## src/rtl/pipe_ctrl_pkg.sv

```systemverilog
// pipe_ctrl_pkg: pipeline register clear codes and hazard controller state encoding
package pipe_ctrl_pkg;
  localparam logic [1:0] CLR_RUN = 2'b00;
  localparam logic [1:0] CLR_HOLD = 2'b01;
  localparam logic [1:0] CLR_FLUSH = 2'b11;
  typedef enum logic {RUN = 1'b0, MC_WAIT = 1'b1} state_t;
endpackage

```

## src/rtl/pipe_hazard_ctrl.sv

```systemverilog
// pipe_hazard_ctrl: per-cycle pipeline clear codes and PC enable from load-use, branch, multi-cycle and memory-wait hazards
module pipe_hazard_ctrl
  import pipe_ctrl_pkg::*;
#(
  parameter int REG_W = 5,
  parameter int MC_W = 5,
  parameter int CNT_W = 32
) (
  input  logic             clk,
  input  logic             rst_n,
  input  logic [REG_W-1:0] id_rs1,
  input  logic [REG_W-1:0] id_rs2,
  input  logic             id_use_rs1,
  input  logic             id_use_rs2,
  input  logic [REG_W-1:0] ex_rd,
  input  logic             ex_mem_read,
  input  logic             ex_br_taken,
  input  logic             ex_mc_start,
  input  logic [MC_W-1:0]  ex_mc_lat,
  input  logic             mem_busy,
  output logic             pc_we,
  output logic [1:0]       clr_ifid,
  output logic [1:0]       clr_idex,
  output logic [1:0]       clr_exmem,
  output logic [1:0]       clr_memwb,
  output logic [CNT_W-1:0] stall_cnt
);
  state_t state, state_nx;
  logic [MC_W-1:0] mc_cnt, mc_nx;
  logic waiting, mc_go, load_use;
  // release cycle (mc_cnt==0) in MC_WAIT behaves as RUN
  assign waiting = state == MC_WAIT && mc_cnt != '0;
  assign mc_go = ex_mc_start && ex_mc_lat >= MC_W'(2);
  assign load_use = ex_mem_read && ex_rd != '0 &&
    ((id_use_rs1 && id_rs1 == ex_rd) || (id_use_rs2 && id_rs2 == ex_rd));
  always_comb begin
    pc_we = 1'b1;
    clr_ifid = CLR_RUN;
    clr_idex = CLR_RUN;
    clr_exmem = CLR_RUN;
    clr_memwb = CLR_RUN;
    state_nx = RUN;
    mc_nx = mc_cnt;
    if (!rst_n) begin
      pc_we = 1'b0;
      clr_ifid = CLR_FLUSH;
      clr_idex = CLR_FLUSH;
      clr_exmem = CLR_FLUSH;
      clr_memwb = CLR_FLUSH;
    end else if (mem_busy) begin
      pc_we = 1'b0;
      clr_ifid = CLR_HOLD;
      clr_idex = CLR_HOLD;
      clr_exmem = CLR_HOLD;
      clr_memwb = CLR_FLUSH;
      state_nx = state;
    end else if (waiting || (mc_go && !ex_br_taken)) begin
      pc_we = 1'b0;
      clr_ifid = CLR_HOLD;
      clr_idex = CLR_HOLD;
      clr_exmem = CLR_FLUSH;
      state_nx = MC_WAIT;
      mc_nx = waiting ? mc_cnt - MC_W'(1) : ex_mc_lat - MC_W'(2);
    end else if (ex_br_taken) begin
      clr_ifid = CLR_FLUSH;
      clr_idex = CLR_FLUSH;
    end else if (load_use) begin
      pc_we = 1'b0;
      clr_ifid = CLR_HOLD;
      clr_idex = CLR_FLUSH;
    end
  end
  always_ff @(posedge clk) begin
    if (!rst_n) begin
      state <= RUN;
      mc_cnt <= '0;
      stall_cnt <= '0;
    end else begin
      state <= state_nx;
      mc_cnt <= mc_nx;
      stall_cnt <= stall_cnt + CNT_W'(!pc_we);
    end
  end
endmodule
```

## config.mk

```make
export PLATFORM = sky130hd
export DESIGN_NAME = pipe_hazard_ctrl
export DESIGN_NICKNAME = d
export VERILOG_FILES = /design/src/rtl/pipe_ctrl_pkg.sv /design/src/rtl/pipe_hazard_ctrl.sv
export SDC_FILE = /design/constraint.sdc
export NUM_CORES = 1
export LEC_CHECK = 0
export BUFFER_PORTS_ARGS = -buffer_cell sky130_fd_sc_hd__buf_2
export CORE_AREA = 8 8 74 76
export CTS_CLUSTER_SIZE = 8
export DETAILED_ROUTE_END_ITERATION = 10
export DIE_AREA = 0 0 82 84
export PLACE_DENSITY = 0.78
export SYNTH_ARGS = -nofsm -noshare
export SYNTH_HDL_FRONTEND = slang
export SYNTH_SLANG_ARGS = --single-unit
```

## constraint.sdc

```tcl
create_clock -name clk -period 3.55 [get_ports clk]
set_input_delay 0.71 -clock clk [delete_from_list [all_inputs] [get_ports clk]]
set_output_delay 0.71 -clock clk [all_outputs]
set_load 0.02 [all_outputs]
```

==> results of run 1 <==
per-layer routing:
layer / up-vias / GRT usage / share of wire
li1: 978 / - / -
met1: 843 / 0.167 / 0.45
met2: 57 / 0.217 / 0.46
met3: 2 / 0.0560 / 0.088
met4: 0 / 0.0383 / 0.0047
met5: - / 0 / 0
layout by cell type, fill, tap and decap left out, types with 2 or more instances in the layout:
cell / n
nor3_4: 2
nor2_1: 38
and2_1: 3
or4_1: 2
xnor2_1: 20
and3_1: 4
nand2b_1: 6
clkbuf_8: 5
clkinv_2: 2
mux2i_1: 6
nand3_2: 3
or3_1: 2
buf_2: 68
inv_1: 11
dfxtp_1: 38
ha_1: 5
xor2_1: 20
buf_4: 3
o21a_1: 2
nand4_1: 15
nor3_1: 4
nand3_1: 9
nand3b_1: 2
o31ai_1: 2
o21ai_0: 4
nor4_1: 2
nand2_1: 12
a21oi_1: 8
stage by stage:
stage / worst slack (ps) / cells
after floorplan: 433 / 244
after global placement: 148 / 360
after detailed placement: 28.9 / 360
after CTS: 333 / 368
after global routing: 111 / 368
final: 342 / 368
final cells by class:
cell class,instances,share of cell area
Clock buffer,5,0.0264
Clock inverter,3,0.0153
Inverter,12,0.0172
Multi-Input combinational cell,187,0.486
Sequential cell,38,0.291
Tap cell,52,0.0249
Timing Repair Buffer,71,0.139
Yosys cell counts (2+ instances only):
master,instances,share of area
dfxtp_1,38,0.36
nor2_1,38,0.068
xnor2_1,20,0.083
xor2_1,20,0.083
nand4_1,15,0.045
nand2_1,12,0.021
inv_1,11,0.020
nand3_1,9,0.021
a21oi_1,8,0.019
mux2i_1,6,0.028
nand2b_1,6,0.018
ha_1,5,0.030
and3_1,4,0.012
nor3_1,4,0.0095
o21ai_0,4,0.0095
and2_1,3,0.0089
buf_2,3,0.0071
clkbuf_1,3,0.0053
nand3_2,3,0.014
nand3b_1,2,0.0071
nor3_4,2,0.015
nor4_1,2,0.0059
o21a_1,2,0.0071
o31ai_1,2,0.0071
or3_1,2,0.0059
or4_1,2,0.0071
path summary, 6_finish.rpt:
kind	slack [ps]	startpoint	endpoint	cells after the start
hold / removal	510	stall_cnt[29]$_SDFF_PN0_	stall_cnt[29]$_SDFF_PN0_	2
setup reg to reg	620	mc_cnt[0]$_SDFFE_PN0P_	stall_cnt[26]$_SDFF_PN0_	13
hold reg to reg	510	stall_cnt[29]$_SDFF_PN0_	stall_cnt[29]$_SDFF_PN0_	2
setup / recovery	340	ex_mc_lat[1]	stall_cnt[26]$_SDFF_PN0_	15
sequential cells by signal, summed over array words and instances, names as in the netlist:
name / count
mc_cnt: 5
state: 1
stall_cnt: 32
critical path, delay by kind of cell:
family	cells	cell delay (ps)
and+or+nand+nor	5	1160
buffers and inverters	3	290
adders and majority gates	3	650
AOI/OAI and AO/OA	3	430
xor gates and xnor gates	1	160
cell families after synthesis:
group / count (synthesis) / share of synthesized area
AOI/OAI and AO/OA: 26 / 0.0932
adders and majority gates: 5 / 0.0297
and+or+nand+nor: 110 / 0.284
xor gates and xnor gates: 40 / 0.166
buffers and inverters: 19 / 0.0374
muxes: 6 / 0.0285
DFF: 38 / 0.361
power groups by stage:
stage	sequential, mW	clock [mW]	combinational [mW]
after floorplan	0.456	0	0.0759
after global placement	0.452	0	0.124
after detailed placement	0.452	0	0.126
after CTS	0.442	0.368	0.126
after global routing	0.443	0.390	0.137
final	0.442	0.356	0.125
==> metrics, run 1 <==
ant diodes 0; layout cells sized above 1 0.288; Worst EP arrival 3390 ps; Chip Width ~82 µm; DIE HEIGHT around 84 µm; Post CTS Setup Buffer Count 0; Top Ports a little under 70; row cnt 24; Layout Utilization 0.612; Initial Util 0.494; via/cell ratio between 5 and 6; vias in the first global route approximately 1800; max-cap violation count 0; crit path kind input port to register; Slew HR 0.534; Root Buffer clkbuf_8; TritonCTS clock tree built; max-slew violations 0; pin count of the biggest net entering global routing 34; # fillers 387; GRT Overall Usage 0.138; #FFs+latches synth 38; initial antenna violation count 0; Core Region 4260 µm²; Detail Route Antenna Nets 0; Reg power frac 0.479; Yosys warnings 0; post-synth cell types 44; CTS Sinks 38; CTS H-tree depth 2; Final Instance Area ~2600 µm²; syn avg cell area about 8.6 µm²; CP max stage cell nor2_1; critical path startpoint category input port; Post-synth EDFFs 0; Worst Tran Pin Value roughly 700 ps; first-pass GRT wire length a little under 8 mm; critical-path cell list buf_2 > inv_1 > ha_1 > inv_1 > a2111oi_4 > o21ai_0 > nor2_1 > o21ai_0 > ha_1 > ha_1 > nand3_1 > nor2_1 > nand4_1 > xnor2_1 > and2_1; die area 6890 µm²; internal power around 0.70 mW; RSZ-0062 raised after global routing false; drt first pass iters 4; Clock power frac 0.386; crit path capture type register; worst vdd ir around 0.24 mV; sw frac 0.245; nets between 300 and 400; overall power 0.923 mW; Routed wire per std cell 12.9 µm; Net Switching ~0.23 mW; post-CTS resize count 0; Area Growth Syn to Fin 23.9%; Pleak approximately 1.1 nW; GRT overflow 0; Sequential cell area around 760 µm²; Tmin final ~3200 ps; CTS Buf Count 5; Seq/Total Area, Yosys 0.361; CP dominant cell by count ha_1; async set-or-reset flop fraction in the synthesized netlist 0; Mapped Area ~2100 µm²; Critical Path RT 3730 ps; WL final between 4 and 5 mm; DRC Markers 0; Power Density approximately 350 nW/µm²; CTS Buffer Depth 2; Placer Congestion between 0.8 and 0.9; Hold Fails Final Rpt 0; clk_skew between 7 and 8 ps; Final period util 0.904; initial drt markers roughly 80; port buffer count just under 70; Top FF cell, synth dfxtp_1; final setup vio count 0; Gate power share 0.135; Worst Hold Class register to register; Syn Nets between 200 and 300; clk_lat worst skew between 200 and 300 ps; post-DP HPWL roughly 3.7 mm; cells after synthesis approximately 240; outcome complete, no violations; setup TNS 0 ps; hold_buf cts 0; Fmax just over 0.3 GHz; critical path peak fanout 11; placed cell area between 2000 and 3000 µm²; Clock Pin Slew Worst Setup and Hold Paths about 70 ps; hold_ws between 500 and 600 ps; Via Count 1880; max incr delay on CP between 500 and 600 ps; multi-input logic area between 1000 and 1500 µm²
Power figures use the tool's default switching activity.
==> inputs of run 2 (changes only) <==
==> config.mk (replaced) <==
export PLATFORM = sky130hd
export DESIGN_NAME = pipe_hazard_ctrl
export DESIGN_NICKNAME = d
export VERILOG_FILES = /design/src/rtl/pipe_ctrl_pkg.sv /design/src/rtl/pipe_hazard_ctrl.sv
export SDC_FILE = /design/constraint.sdc
export NUM_CORES = 1
export LEC_CHECK = 0
export CORE_AREA = 8 8 71 73
export CTS_CLUSTER_SIZE = 8
export DETAILED_ROUTE_END_ITERATION = 10
export DIE_AREA = 0 0 79 81
export DONT_BUFFER_PORTS = 1
export PLACE_DENSITY = 0.69
export SYNTH_ARGS = -nofsm -noshare
export SYNTH_HDL_FRONTEND = slang
export SYNTH_SLANG_ARGS = --single-unit
==> run 2 against run 1 <==
Compared with the run above:
- first-iteration DRC count up 11%
- critical path depth shrank 1
- combinational power decreased by 29%
- die area decreased by 7.1%
- critical endpoint unchanged
- worst hold slack got worse by 13 ps
- sequential share of layout area increased by 4.6 points
==> metrics, run 2 (synthesis gave the netlist of run 1 again) <==
Net Switching ~0.22 mW; worst vdd ir approximately 0.17 mV; hold_buf cts 0; Gate power share 0.104; drt first pass iters 4; RSZ-0062 raised after global routing false; critical path startpoint category input port; Clock power frac 0.366; CTS H-tree depth 2; critical path peak fanout 11; Regs by FF count stall_cnt (32), mc_cnt (5), state (1); row cnt 23; pin count of the biggest net entering global routing 34; sw frac 0.255; DIE HEIGHT around 80 µm; GRT overflow 0; initial drt markers 88; outcome complete, no violations; Hold Fails Final Rpt 0; CP max stage cell nor2_1; Placer Congestion 0.780; max reg flops 32; Power Density about 380 nW/µm²; Core Region 3910 µm²; Area Growth Syn to Fin 7.12%; Chip Width a little under 80 µm; Non-Filler Instances roughly 300; PnR worst setup slack 490 ps; Clock Pin Slew Worst Setup and Hold Paths 80 ps; initial antenna violation count 0; max incr delay on CP roughly 600 ps; via/cell ratio roughly 5.5; Final Instance Area between 2000 and 2500 µm²; post-DP HPWL about 3.4 mm; Layout Utilization 0.577; worst reg-to-reg setup slack 540 ps; clk_skew around 7.1 ps; critical-path cell list inv_1 > ha_1 > inv_1 > a2111oi_4 > o21ai_0 > nor2_1 > o21ai_0 > ha_1 > ha_1 > nand3_1 > nor2_1 > nand4_1 > xnor2_1 > and2_1; die area roughly 6400 µm²; CTS Buffer Depth 2; # fillers about 400; Top Ports 69; Tmin final 3060 ps; internal power approximately 0.63 mW; max-cap violation count 0; placed cell area roughly 2200 µm²; Critical Path RT 3750 ps; Via Count approximately 1600; overall power 0.848 mW; commonest cells after routing, fill and taps aside 38 x nor2_1, 38 x dfxtp_1, 20 x xnor2_1, 20 x xor2_1, 15 x nand4_1; max-slew violations 0; CTS Sinks 38; setup TNS 0 ps; final setup vio count 0; Initial Util 0.539; Worst Hold Class register to register; worst path bufs/invs 2; placed cells between 200 and 300; Top reg by flops stall_cnt; DRC Markers 0; vias in the first global route around 1700; crit path capture type register; Reg power frac 0.529; CP top delay family simple AND/OR/NAND/NOR gates; layout cells sized above 1 0.0924; Post CTS Setup Buffer Count 0; CP dominant cell by count ha_1; dpl ws between 150 and 200 ps; Detail Route Antenna Nets 0; first-pass GRT wire length around 7.8 mm; hold_ws roughly 500 ps; Root Buffer clkbuf_8; WL final around 4.5 mm; Fmax between 0.3 and 0.4 GHz; Pleak 0.821 nW; TritonCTS clock tree built; crit path kind input port to register; post-CTS resize count 0; Routed wire per std cell between 15 and 20 µm; Final period util 0.862; ant diodes 0; GRT Overall Usage 0.151; Worst EP arrival roughly 3300 ps; CTS Buf Count 5; Slew HR 0.524; clk_lat worst skew 300 ps; port buffer count 0; nets 281; Worst Tran Pin Value slightly above 700 ps
==> run 2: changes by cell type in the layout (fill, tap and decap cells not counted) <==
| cell | before | now |
|---|---|---|
| buf_2 | 68 | 0 |
| buf_4 | 3 | 4 |
| bufinv_16 | 1 | 0 |
| clkbuf_1 | 0 | 1 |
| clkbuf_8 | 5 | 6 |
| clkinv_2 | 2 | 1 |
==> run 2: layout make-up <==
class,instances,area (µm²),area share
flip-flops and latches,38,761,0.337
well taps,50,62.6,0.0277
clock inverters,1,5.00,0.00222
inverters,12,45.0,0.0199
clock buffers,7,86.3,0.0382
multi-input cells,187,1270,0.562
repair buffers,4,30.0,0.0133
==> run 2: per-layer routing <==
metal / vias up / share of wire / GRT usage
li1: 843 / - / -
met1: 742 / 0.43 / 0.170
met2: 56 / 0.45 / 0.242
met3: 7 / 0.10 / 0.0618
met4: 0 / 0.019 / 0.0722
met5: - / 0 / 0
==> run 2: power groups by stage <==
stage	clock network [mW]	logic, mW	registers (mW)
after floorplan	0	0.0759	0.456
after detailed placement	0	0.0876	0.459
after CTS	0.316	0.0892	0.449
after global placement	0	0.0869	0.458
final	0.311	0.0884	0.449
after global routing	0.334	0.0997	0.450
==> run 2: path summary, 6_finish.rpt <==
check	end	start	cells past startpoint
worst min register to register	state$_SDFFE_PN0N_	state$_SDFFE_PN0N_	2
worst max register to register	stall_cnt[26]$_SDFF_PN0_	mc_cnt[0]$_SDFFE_PN0P_	13
worst min-delay path	state$_SDFFE_PN0N_	state$_SDFFE_PN0N_	2
worst max-delay path	stall_cnt[26]$_SDFF_PN0_	ex_mc_lat[1]	14
==> run 2: worst reg2reg max path, stage by stage, from the launching register on <==
cell and delay, ps:
dfxtp_1 370, inv_1 80, ha_1 220, a31o_1 220, o21ai_0 100, nor2_1 140
o21ai_0 110, ha_1 250, ha_1 220, nand3_1 110, nor2_1 590, nand4_1 190
xnor2_1 160, and2_1 150
==> inputs of run 3 (changes only) <==
--- a/config.mk
+++ b/config.mk
@@ -5,10 +5,10 @@
 export SDC_FILE = /design/constraint.sdc
 export NUM_CORES = 1
 export LEC_CHECK = 0
-export CORE_AREA = 8 8 71 73
+export CORE_AREA = 2 2 65 67
 export CTS_CLUSTER_SIZE = 8
 export DETAILED_ROUTE_END_ITERATION = 10
-export DIE_AREA = 0 0 79 81
+export DIE_AREA = 0 0 67 69
 export DONT_BUFFER_PORTS = 1
 export PLACE_DENSITY = 0.69
 export SYNTH_ARGS = -nofsm -noshare
==> run 3 against run 2 <==
Compared with the run above:
- sequential share of layout area increased by 0.23 points
- total power decreased by 4.7%
- clock power decreased by 13%
- via count increased by 0.73%
- critical path depth unchanged
- sequential power about the same
- die area decreased by 28%
- final cell count decreased by 0.33%
- register-to-register slack about the same
- combinational power decreased by 2%
- non-clock buffer count unchanged
- critical path type unchanged
- global-route usage increased by 3.8 points
==> metrics, run 3 (synthesis gave the netlist of run 1 again) <==
die area between 4000 and 5000 µm²; Top reg by flops stall_cnt; Tmin final approximately 3100 ps; max reg flops 32; CTS Buffer Depth 2; Hold Fails Final Rpt 0; Critical Path RT between 3000 and 4000 ps; post-CTS resize count 0; GRT overflow 0; worst vdd ir 0.178 mV; crit path capture type register; commonest cells after routing, fill and taps aside 38 x nor2_1, 38 x dfxtp_1, 20 x xnor2_1, 20 x xor2_1, 15 x nand4_1; crit path kind input port to register; first-pass GRT wire length approximately 6.9 mm; vias in the first global route roughly 1600; CTS Sinks 38; Core Region slightly below 4000 µm²; setup TNS 0 ps; Clock Pin Slew Worst Setup and Hold Paths approximately 70 ps; Post CTS Setup Buffer Count 0; DIE HEIGHT between 60 and 70 µm; Clock power frac 0.337; Final period util 0.868; final setup vio count 0; PnR worst setup slack ~470 ps; RSZ-0062 raised after global routing false; Reg power frac 0.555; GRT Overall Usage 0.189; multi-input logic area around 1300 µm²; Slew HR 0.512; Pleak about 0.81 nW; internal power about 0.61 mW; max-slew violations 0; Regs by FF count stall_cnt (32), mc_cnt (5), state (1); max-cap violation count 0; clk_lat worst skew roughly 280 ps; clk_skew between 3 and 4 ps; Power Density 360 nW/µm²; Net Switching between 0.15 and 0.2 mW; # fillers approximately 390; critical path startpoint category input port; hold_ws roughly 500 ps; layout cells sized above 1 0.0847; worst reg-to-reg setup slack between 500 and 600 ps; Initial Util 0.539; Layout Utilization 0.573; ant diodes 0; TritonCTS clock tree built; DRC Markers 0; Placer Congestion roughly 0.81; nets around 280; dpl ws approximately 140 ps; CTS H-tree depth 2; Worst Tran Pin Value 729 ps; port buffer count 0; Top Ports just under 70; hold_buf cts 0; post-DP HPWL 3.02 mm; pin count of the biggest net entering global routing 34; critical path peak fanout 11; via/cell ratio ~5.6; drt first pass iters 4; WL final roughly 4 mm; outcome complete, no violations; CTS Buf Count 5; Worst Hold Class register to register; Routed wire per std cell between 10 and 15 µm; initial antenna violation count 0; Via Count about 1700; Fmax 0.325 GHz; Root Buffer clkbuf_8; Worst EP arrival 3260 ps; Gate power share 0.107; sw frac 0.245; row cnt 23; Area Growth Syn to Fin 6.41%; initial drt markers 81; Detail Route Antenna Nets 0; Chip Width around 67 µm; Sequential cell area ~760 µm²
==> run 3: changes by cell type in the layout (fill, tap and decap cells not counted) <==
cell and change:
clkbuf_1 +1, clkbuf_8 -1, clkinv_2 -1
==> run 3: critical path, stage by stage <==
cell and delay [ps]:
inv_1 20, ha_1 210, inv_1 100, a2111oi_4 70, o21ai_0 250, nor2_1 140
o21ai_0 110, ha_1 230, ha_1 200, nand3_1 110, nor2_1 600, nand4_1 190
xnor2_1 160, and2_1 160
==> run 3: layout make-up <==
class / count / area share
inverters: 12 / 0.0201
clock buffers: 7 / 0.0340
flip-flops and latches: 38 / 0.339
multi-input cells: 187 / 0.566
well taps: 50 / 0.0279
repair buffers: 4 / 0.0134
==> run 3: through the flow <==
stage | power, mW | std cells | instance area (µm²)
final | 0.808 | 298 | 2240
after global routing | 0.853 | 298 | 2240
after CTS | 0.822 | 298 | 2240
after detailed placement | 0.546 | 291 | 2170
after global placement | 0.545 | 291 | 2170
after floorplan | 0.532 | 244 | 2110
==> run 3: metal layers <==
metal | routed length, µm | track usage | up-vias
met2 | 1930 | 0.307 | 49
met1 | 1760 | 0.216 | 763
met5 | 0 | 0 | -
met4 | 21 | 0.0612 | 0
met3 | 295 | 0.0865 | 2
li1 | - | - | 846
==> run 3: final timing paths <==
path / startpoint / to / cells after the start
setup reg to reg: mc_cnt[0]$_SDFFE_PN0P_ / stall_cnt[26]$_SDFF_PN0_ / 13
setup / recovery: ex_mc_lat[1] / stall_cnt[26]$_SDFF_PN0_ / 14
hold / removal: state$_SDFFE_PN0N_ / state$_SDFFE_PN0N_ / 2
hold reg to reg: state$_SDFFE_PN0N_ / state$_SDFFE_PN0N_ / 2
==> run 3: power groups by stage <==
stage          registers (mW)  logic (mW)  clock network [mW]
3_5_place_dp            0.458      0.0883                   0
3_3_place_gp            0.458      0.0866                   0
4_1_cts                 0.448      0.0885               0.285
6_report                0.448      0.0867               0.272
5_1_grt                 0.450      0.0989               0.305
2_1_floorplan           0.456      0.0759                   0
